<file path="config.mk">
export PLATFORM = sky130hd
export DESIGN_NAME = stopwatch_uart_report
export DESIGN_NICKNAME = d
export VERILOG_FILES = /design/src/rtl/stopwatch_pkg.sv /design/src/rtl/stopwatch_uart_report_bin2ascii.sv /design/src/rtl/stopwatch_uart_report.sv
export SDC_FILE = /design/constraint.sdc
export NUM_CORES = 1
export LEC_CHECK = 0
export CORE_ASPECT_RATIO = 1.75
export CORE_MARGIN = 5
export CORE_UTILIZATION = 60
export DETAILED_ROUTE_END_ITERATION = 10
export PLACE_DENSITY = 0.95
export SLEW_MARGIN = 20
export SYNTH_ARGS = -nofsm -noshare
export SYNTH_HDL_FRONTEND = slang
export SYNTH_SLANG_ARGS = --single-unit
</file>
<file path="constraint.sdc">
create_clock -name clk -period 8.7 [get_ports clk]
set_input_delay 1.305 -clock clk [delete_from_list [all_inputs] [get_ports clk]]
set_output_delay 1.305 -clock clk [all_outputs]
set_load 0.005 [all_outputs]
</file>
<file path="src/rtl/stopwatch_pkg.sv">
// Shared types and constants for the stopwatch UART report path.
// Build option: define REPORT_CRLF_EN to end each line with CR+LF (13 bytes);
// otherwise lines end with LF only (12 bytes).
package stopwatch_pkg;

  typedef enum logic [1:0] {
    IDLE = 2'd0,
    SEND = 2'd1,
    DONE = 2'd2
  } state_t;

  localparam logic [7:0] ASC_0     = 8'h30;
  localparam logic [7:0] ASC_COLON = 8'h3A;
  localparam logic [7:0] ASC_DOT   = 8'h2E;
  localparam logic [7:0] ASC_CR    = 8'h0D;
  localparam logic [7:0] ASC_LF    = 8'h0A;

  localparam int unsigned IDX_W    = 4;
  localparam int unsigned DIG_W    = 7;
  localparam logic [DIG_W-1:0] DIG_MAX = 7'd99;

`ifdef REPORT_CRLF_EN
  localparam int unsigned REPORT_LEN = 13;
`else
  localparam int unsigned REPORT_LEN = 12;
`endif

endpackage

</file>
<file path="src/rtl/stopwatch_uart_report_bin2ascii.sv">
// Two-digit binary-to-ASCII converter; values above 99 saturate to 99.
module bin2ascii_2dig
  import stopwatch_pkg::*;
(
  input  logic [DIG_W-1:0] bin,
  output logic [7:0]       tens_c,
  output logic [7:0]       units_c
);

  logic [DIG_W-1:0] sat;

  // Clamp, then split into decimal tens/units and offset into ASCII.
  always_comb begin
    sat     = (bin > DIG_MAX) ? DIG_MAX : bin;
    tens_c  = ASC_0 + 8'(sat / 7'd10);
    units_c = ASC_0 + 8'(sat % 7'd10);
  end

endmodule

</file>
<file path="src/rtl/stopwatch_uart_report.sv">
// Snapshots a stopwatch time and streams "HH:MM:SS.CC" plus a line
// terminator into the UART TX FIFO, honouring FIFO-full backpressure.
// Build option: REPORT_CRLF_EN selects a CR+LF terminator instead of LF.
module stopwatch_uart_report
  import stopwatch_pkg::*;
(
  input  logic       clk,
  input  logic       rst,
  input  logic       i_report,
  input  logic [6:0] msec,
  input  logic [5:0] sec,
  input  logic [5:0] min,
  input  logic [4:0] hour,
  input  logic       tx_full,
  output logic       push,
  output logic [7:0] push_data,
  output logic       busy,
  output logic       done
);

  localparam logic [IDX_W-1:0] LAST_IDX = IDX_W'(REPORT_LEN - 1);

  state_t           state;
  logic [IDX_W-1:0] idx;
  logic [6:0]       snap_msec;
  logic [5:0]       snap_sec;
  logic [5:0]       snap_min;
  logic [4:0]       snap_hour;

  logic [7:0] hour_t, hour_u;
  logic [7:0] min_t,  min_u;
  logic [7:0] sec_t,  sec_u;
  logic [7:0] msec_t, msec_u;
  logic [7:0] line_byte;

  bin2ascii_2dig u_hour (.bin(7'(snap_hour)), .tens_c(hour_t), .units_c(hour_u));
  bin2ascii_2dig u_min  (.bin(7'(snap_min)),  .tens_c(min_t),  .units_c(min_u));
  bin2ascii_2dig u_sec  (.bin(7'(snap_sec)),  .tens_c(sec_t),  .units_c(sec_u));
  bin2ascii_2dig u_msec (.bin(snap_msec),     .tens_c(msec_t), .units_c(msec_u));

  // Report FSM: snapshot on request, advance index per accepted byte, pulse done.
  always_ff @(posedge clk or posedge rst) begin
    if (rst) begin
      state     <= IDLE;
      idx       <= '0;
      snap_msec <= '0;
      snap_sec  <= '0;
      snap_min  <= '0;
      snap_hour <= '0;
      busy      <= 1'b0;
      done      <= 1'b0;
    end else begin
      case (state)
        IDLE: begin
          done <= 1'b0;
          if (i_report) begin
            snap_msec <= msec;
            snap_sec  <= sec;
            snap_min  <= min;
            snap_hour <= hour;
            idx       <= '0;
            busy      <= 1'b1;
            state     <= SEND;
          end
        end
        SEND: begin
          if (!tx_full) begin
            idx <= idx + IDX_W'(1);
            if (idx == LAST_IDX) begin
              done  <= 1'b1;
              state <= DONE;
            end
          end
        end
        DONE: begin
          done  <= 1'b0;
          busy  <= 1'b0;
          state <= IDLE;
        end
        default: begin
          done  <= 1'b0;
          busy  <= 1'b0;
          state <= IDLE;
        end
      endcase
    end
  end

  // Select the line character for the current index.
  always_comb begin
    line_byte = 8'h00;
    case (idx)
      4'd0:  line_byte = hour_t;
      4'd1:  line_byte = hour_u;
      4'd2:  line_byte = ASC_COLON;
      4'd3:  line_byte = min_t;
      4'd4:  line_byte = min_u;
      4'd5:  line_byte = ASC_COLON;
      4'd6:  line_byte = sec_t;
      4'd7:  line_byte = sec_u;
      4'd8:  line_byte = ASC_DOT;
      4'd9:  line_byte = msec_t;
      4'd10: line_byte = msec_u;
`ifdef REPORT_CRLF_EN
      4'd11: line_byte = ASC_CR;
      4'd12: line_byte = ASC_LF;
`else
      4'd11: line_byte = ASC_LF;
`endif
      default: line_byte = 8'h00;
    endcase
  end

  // Write strobe follows FIFO space directly so resume has no bubble.
  always_comb begin
    push      = 1'b0;
    push_data = 8'h00;
    if (state == SEND) begin
      push      = !tx_full;
      push_data = line_byte;
    end
  end

endmodule
</file>
* Word-level counts from Yosys, hierarchy flattened
Cells that the tools add are included.
** Storage, ports and cells
- Input port bits :: 28
- Register bits after elaboration :: 32
- Word-level logic and storage cells :: 74
- Output and inout bits :: 11
** Cells by class
- Reduce and logical (&&, ||, !) cells :: 10
- Muxes and demuxes :: 19
- Equal/unequal tests :: 15
- Div/mod/pow operators :: 8
- Order comparisons :: 4
- Add/sub/neg operators :: 9
- Bitwise gates (word level) :: 1
** Operators by type and width (count)
- $pmux 8 s11 :: 1
- $add 6x8->8 const A :: 8
- $div 7x4->8 const B :: 4
- $mod 7x4->8 const B :: 4
- $mux 7 :: 4
- $eq 4x3->1 const B :: 4
- $eq 4x4->1 const B :: 4
- $gt 6x7->1 const B :: 2
- $eq 4x2->1 const B :: 2
- $mux 4 :: 2
- $mux 8 :: 1
- $pmux 4 s2 :: 1
- $gt 5x7->1 const B :: 1
- $gt 7x7->1 const B :: 1
- $mux 2 :: 3
- $ne 2x2->1 const B :: 3
- $reduce_and 2->1 :: 3
- $reduce_and 3->1 :: 2
- $mux 1 :: 5
- $add 4x1->4 const B :: 1
- $eq 4x1->1 const B :: 1
- $logic_not 4->1 :: 1
- $pmux 2 s2 :: 1
- $eq 2x1->1 const B :: 1
- 6 further kinds :: 6

* Logic depth before layout (Yosys ltp)
- Word-level depth :: 6
- Gate-level depth with buffers :: 22
- Depth with buffers taken out :: 21

* Cells and area by module
From an unflattened synthesis, not the netlist that was laid out.
** Unflattened totals
- Cells, all modules :: 797
- Area, all modules :: 5969.5 um2
** Modules (own cells, without submodules)
- bin2ascii_2dig at u_hour ... :: cells each 154, sequential area each 0.0 um2, area an instance 1013.5 um2, times used 3
- stopwatch_uart_report :: cells each 190, sequential area each 800.8 um2, area an instance 1950.6 um2, times used 1
- bin2ascii_2dig at u_sec :: cells each 145, sequential area each 0.0 um2, area an instance 978.4 um2, times used 1

* Worst setup path after synthesis
OpenSTA, ideal clock, no wires.
- Kind :: flip-flop to output port
- From :: reg snap_msec[6]
- To :: out push_data[5]
- Slack :: 2.520 ns
- Data arrival time :: 4.875 ns
- Data required time :: 7.395 ns
- Stages on the path, launching flop included :: 22
- Path buffers :: 2
- Cell sequence :: dfrtp_1 -> buf_2 -> buf_2 -> a21oi_1 -> ha_1 -> or3b_1 -> o221ai_4 -> inv_1 -> ha_1 -> or4b_1 -> o31ai_1 -> o211ai_1 -> o221a_2 -> nand3_1 -> nand2b_1 -> xnor2_1 -> ha_1 -> maj3_1 -> a221o_1 -> a311o_1 -> or2_0 -> a211o_1
** Between the ends
- Cells in the longest elaborated chain, start to end :: 6
- Elaborated cells between the ends (all ways) :: 8
- Those cells by class :: add/sub: 2; div: 2; order compare: 1; mux: 3
** RTL lines
- start, declared :: RTL line stopwatch_uart_report.sv:25 : logic [6:0] snap_msec;
- start signal, assigned :: RTL line stopwatch_uart_report.sv:57 : snap_msec <= msec;
- $gt 7x7->1 :: RTL line stopwatch_uart_report_bin2ascii.sv:14 : sat = (bin > DIG_MAX) ? DIG_MAX : bin;
- $mux 7 (*) :: RTL line stopwatch_uart_report_bin2ascii.sv:14
- $mod 7x4->8 or $div 7x4->8 (tied branches) :: RTL line stopwatch_uart_report_bin2ascii.sv:16, stopwatch_uart_report_bin2ascii.sv:15
- $add 6x8->8 (on tied branches) :: RTL line stopwatch_uart_report_bin2ascii.sv:16, stopwatch_uart_report_bin2ascii.sv:15
- $pmux 8 s11 (*) :: RTL line stopwatch_uart_report.sv:92 : case (idx)
- $mux 8 (*) :: RTL line stopwatch_uart_report.sv:118 : if (state == SEND) begin
- end, declared :: RTL line stopwatch_uart_report.sv:16 : output logic [7:0] push_data,
Every way passes the cells marked *; elsewhere a longest branch is shown, timed or not.

* Worst setup path after layout
- From :: reg snap_msec[4]
- To :: out push_data[6]
The elaborated chain is that of the path after synthesis.

==> run_results.csv <==
group,metric,value,unit
cts,clk_pin_slew_worst_paths,0.07,ns
floorplanning,die_x,66.3,µm
run,drv_cap,0,
worst_setup_path,worstPathArrival,6.00,ns
worst_setup_path,worstSetupPathType,"reg2out",
cells_and_area,multiInputGateArea,0.00236,mm²
timing,rsz0062_at_grt,"false",
timing,min_period,7.30,ns
cts,cts_buffer_depth,2,
timing,maxSlewViolCount,0,
cts,insertion_delay,0.29,ns
yosys,synthDistinctLibCells,70,
placement,pre_cts_slack,1.82,ns
floorplanning,die_h,108,µm
cells_and_area,ff_latch_area,801,µm²
cts,numCtsBuffers,5,
detailed_routing,via_per_inst,6.64,
floorplanning,ios,39,
cells_and_area,drive_above_1_share,9.79,%
grt,grt_pass1_vias,3340,
detailed_routing,ant_nets,0,
yosys,synth_edf_count,0,
grt,grt_overflow,0,
yosys,syn_avg_cell_area,8.05,µm²
outcome,status,"finished, final reports clean",
detailed_routing,dr.first_iter.drc_count,314,
yosys,synth_area,0.00332,mm²
placement,hpwl,7360,µm
detailed_routing,wl_per_cell,18.0,µm
floorplanning,die_area,0.00719,mm²
timing,worstMarginPinSlew,0.867,ns
cts,clock-sinks,32,
yosys,synth_top_cell_area_share,24.1,%
yosys,synth_seq_cells,32,
cells_and_area,layout.nets,481,
timing,clock.fmax,137,MHz
cells_and_area,area_growth,15.1,%
timing,finalClockSkew,0.00749,ns
timing,maxSlewHeadroom,42.0,%
timing,finalSetupViolations,0,
cells_and_area,num_antenna_cells,0,
worst_setup_path,end_kind,"output pin",
detailed_routing,vias,3418,
floorplanning,rows,36,
placement,io_buffers,38,
floorplanning,core_area,0.00550,mm²
timing,post-route-period-util,83.9,%
worst_hold_path,worst_hold_path_type,"reg2reg",
yosys,synth_area_leader_cell,"dfrtp_1",
timing,fin_ws,1.40,ns
grt,grt_usage,26.7,%
yosys,synth_fp_nets,456,
placement,routabilityCongestion,1.01,
yosys,synth_cells,413,
detailed_routing,firstDrtPassIters,5,
cts,cts_tree,"yes",
timing,fin_setup_tns,0,ns
grt,grt_max_degree,33,
worst_setup_path,cp.required,7.39,ns
cts,htreeDepth,2,
detailed_routing,remaining_drc_errors,0,
detailed_routing,wl,9270,µm
timing,final_hold_viol_count,0,
yosys,ys_async_sr_fraction,100,%
yosys,synth.area.top_cells,"dfrtp_1 24%, mux2_2 6.1%, ha_1 5.6%, nand2_1 5.2%, o21ai_0 4.1%",
yosys,seq_area_frac_synth,24.1,%
worst_setup_path,start_kind,"flip-flop",
cells_and_area,num-fill-cells,450,
floorplanning,start_util,60.5,%
grt,antenna_found_initial,0,
worst_setup_path,crit_fanout,11,
yosys,yosys_warnings,0,
cts,root_buffer,"clkbuf_8",
cts,hold_buffers,0,
cts,cts_setup_buffers,0,
cts,cts_resized,0,
yosys,ys.flop_type,"dfrtp_1",
grt,grt_pass1_wl,14900,µm
through the flow:
step | instances | util, % | cell area [µm²] | hold slack, ns
2_1_floorplan | 413 | - | 3320 | 0.477
3_3_place_gp | 507 | 67.9 | 3730 | 0.468
6_report | 515 | 69.6 | 3820 | 0.512
5_1_grt | 515 | 69.6 | 3820 | 0.534
4_1_cts | 515 | 69.6 | 3820 | 0.516
3_5_place_dp | 507 | 67.9 | 3730 | 0.500
cell usage after synthesis, types with 11 or more instances:
| master | number |
|---|---|
| nand2b_1 | 11 |
| nand2_1 | 46 |
| clkbuf_1 | 16 |
| a21oi_1 | 25 |
| o21ai_0 | 27 |
| dfrtp_1 | 32 |
| inv_1 | 20 |
| nor2_1 | 31 |
| nor3_1 | 11 |
| and2_1 | 11 |
| ha_1 | 15 |
| mux2_2 | 18 |
cells by family after synthesis:
logic type / share of synthesized area (%)
AOI/OAI and AO/OA: 29.1
xor gates and xnor gates: 3.16
adders and majority gates: 6.25
buffers and inverters: 4.93
DFF: 24.1
muxes: 7.91
and+or+nand+nor: 24.6
layout make-up:
type	count	area share, %
Tap cell	76	2.49
Clock inverter	1	0.196
Inverter	20	1.96
Sequential cell	32	20.9
Clock buffer	7	2.26
Timing Repair Buffer	40	10.3
Multi-Input combinational cell	339	61.8
flip-flops by register name, indices dropped and copies added (netlist names):
signal     flops
snap_hour      5
done           1
snap_sec       6
state          2
snap_msec      7
busy           1
snap_min       6
idx            4
cells in the final DEF, fill, tap and decap left out, drive strengths merged, types with 6 or more instances in the layout:
master and instances:
a21oi 25, a31oi 10, and2 11, clkbuf 7, clkdlybuf4s50 38, dfrtp 32
ha 15, inv 20, mux2 18, mux2i 6, nand2 46, nand2b 11
nand3 10, nand4 6, nor2 31, nor2b 6, nor3 11, nor3b 6
o21ai 27, o221ai 8, xnor2 7
routing by layer:
layer / vias up / global-route usage, % / wire, µm
met5: - / 0 / 0
met4: 0 / 20.8 / 679
met3: 58 / 3.53 / 386
met2: 148 / 50.5 / 5050
met1: 1611 / 24.1 / 3160
li1: 1601 / - / -
path summary, 6_finish.rpt:
path | slack [ns] | end | cells after the start | from
worst max-delay path | 1.40 | push_data[6] | 22 | snap_msec[4]$_DFFE_PP0P_
worst min-delay path | 0.51 | done$_DFFE_PP0P_ | 2 | done$_DFFE_PP0P_
worst max register to register | 6.64 | snap_min[3]$_DFFE_PP0P_ | 3 | state[1]$_DFFE_PP0P_
worst min register to register | 0.51 | done$_DFFE_PP0P_ | 2 | done$_DFFE_PP0P_
max in group asynchronous | 7.00 | snap_hour[0]$_DFFE_PP0P_ | 3 | rst
min in group asynchronous | 1.40 | snap_hour[4]$_DFFE_PP0P_ | 3 | rst
worst max-delay path: stages, from the launching register on:
cell and delay [ns]:
dfrtp_1 0.56, inv_1 0.18, a21oi_1 0.15, ha_1 0.22
or3b_1 0.42, o221ai_4 0.22, inv_1 0.07, ha_1 0.21
or4b_1 0.50, o31ai_1 0.08, o211ai_1 0.21, o221a_2 0.21
nand3_1 0.13, nand2b_1 0.15, xnor2_1 0.11, ha_1 0.21
maj3_1 0.34, a221o_1 0.36, a21oi_1 0.18, xor2_1 0.09
a2111o_1 0.43, a21oi_1 0.14, clkdlybuf4s50_1 0.52
Power is left out: the tool's default activity adds up to more than one toggle a clock period on the data nets, which glitch-free logic cannot reach.
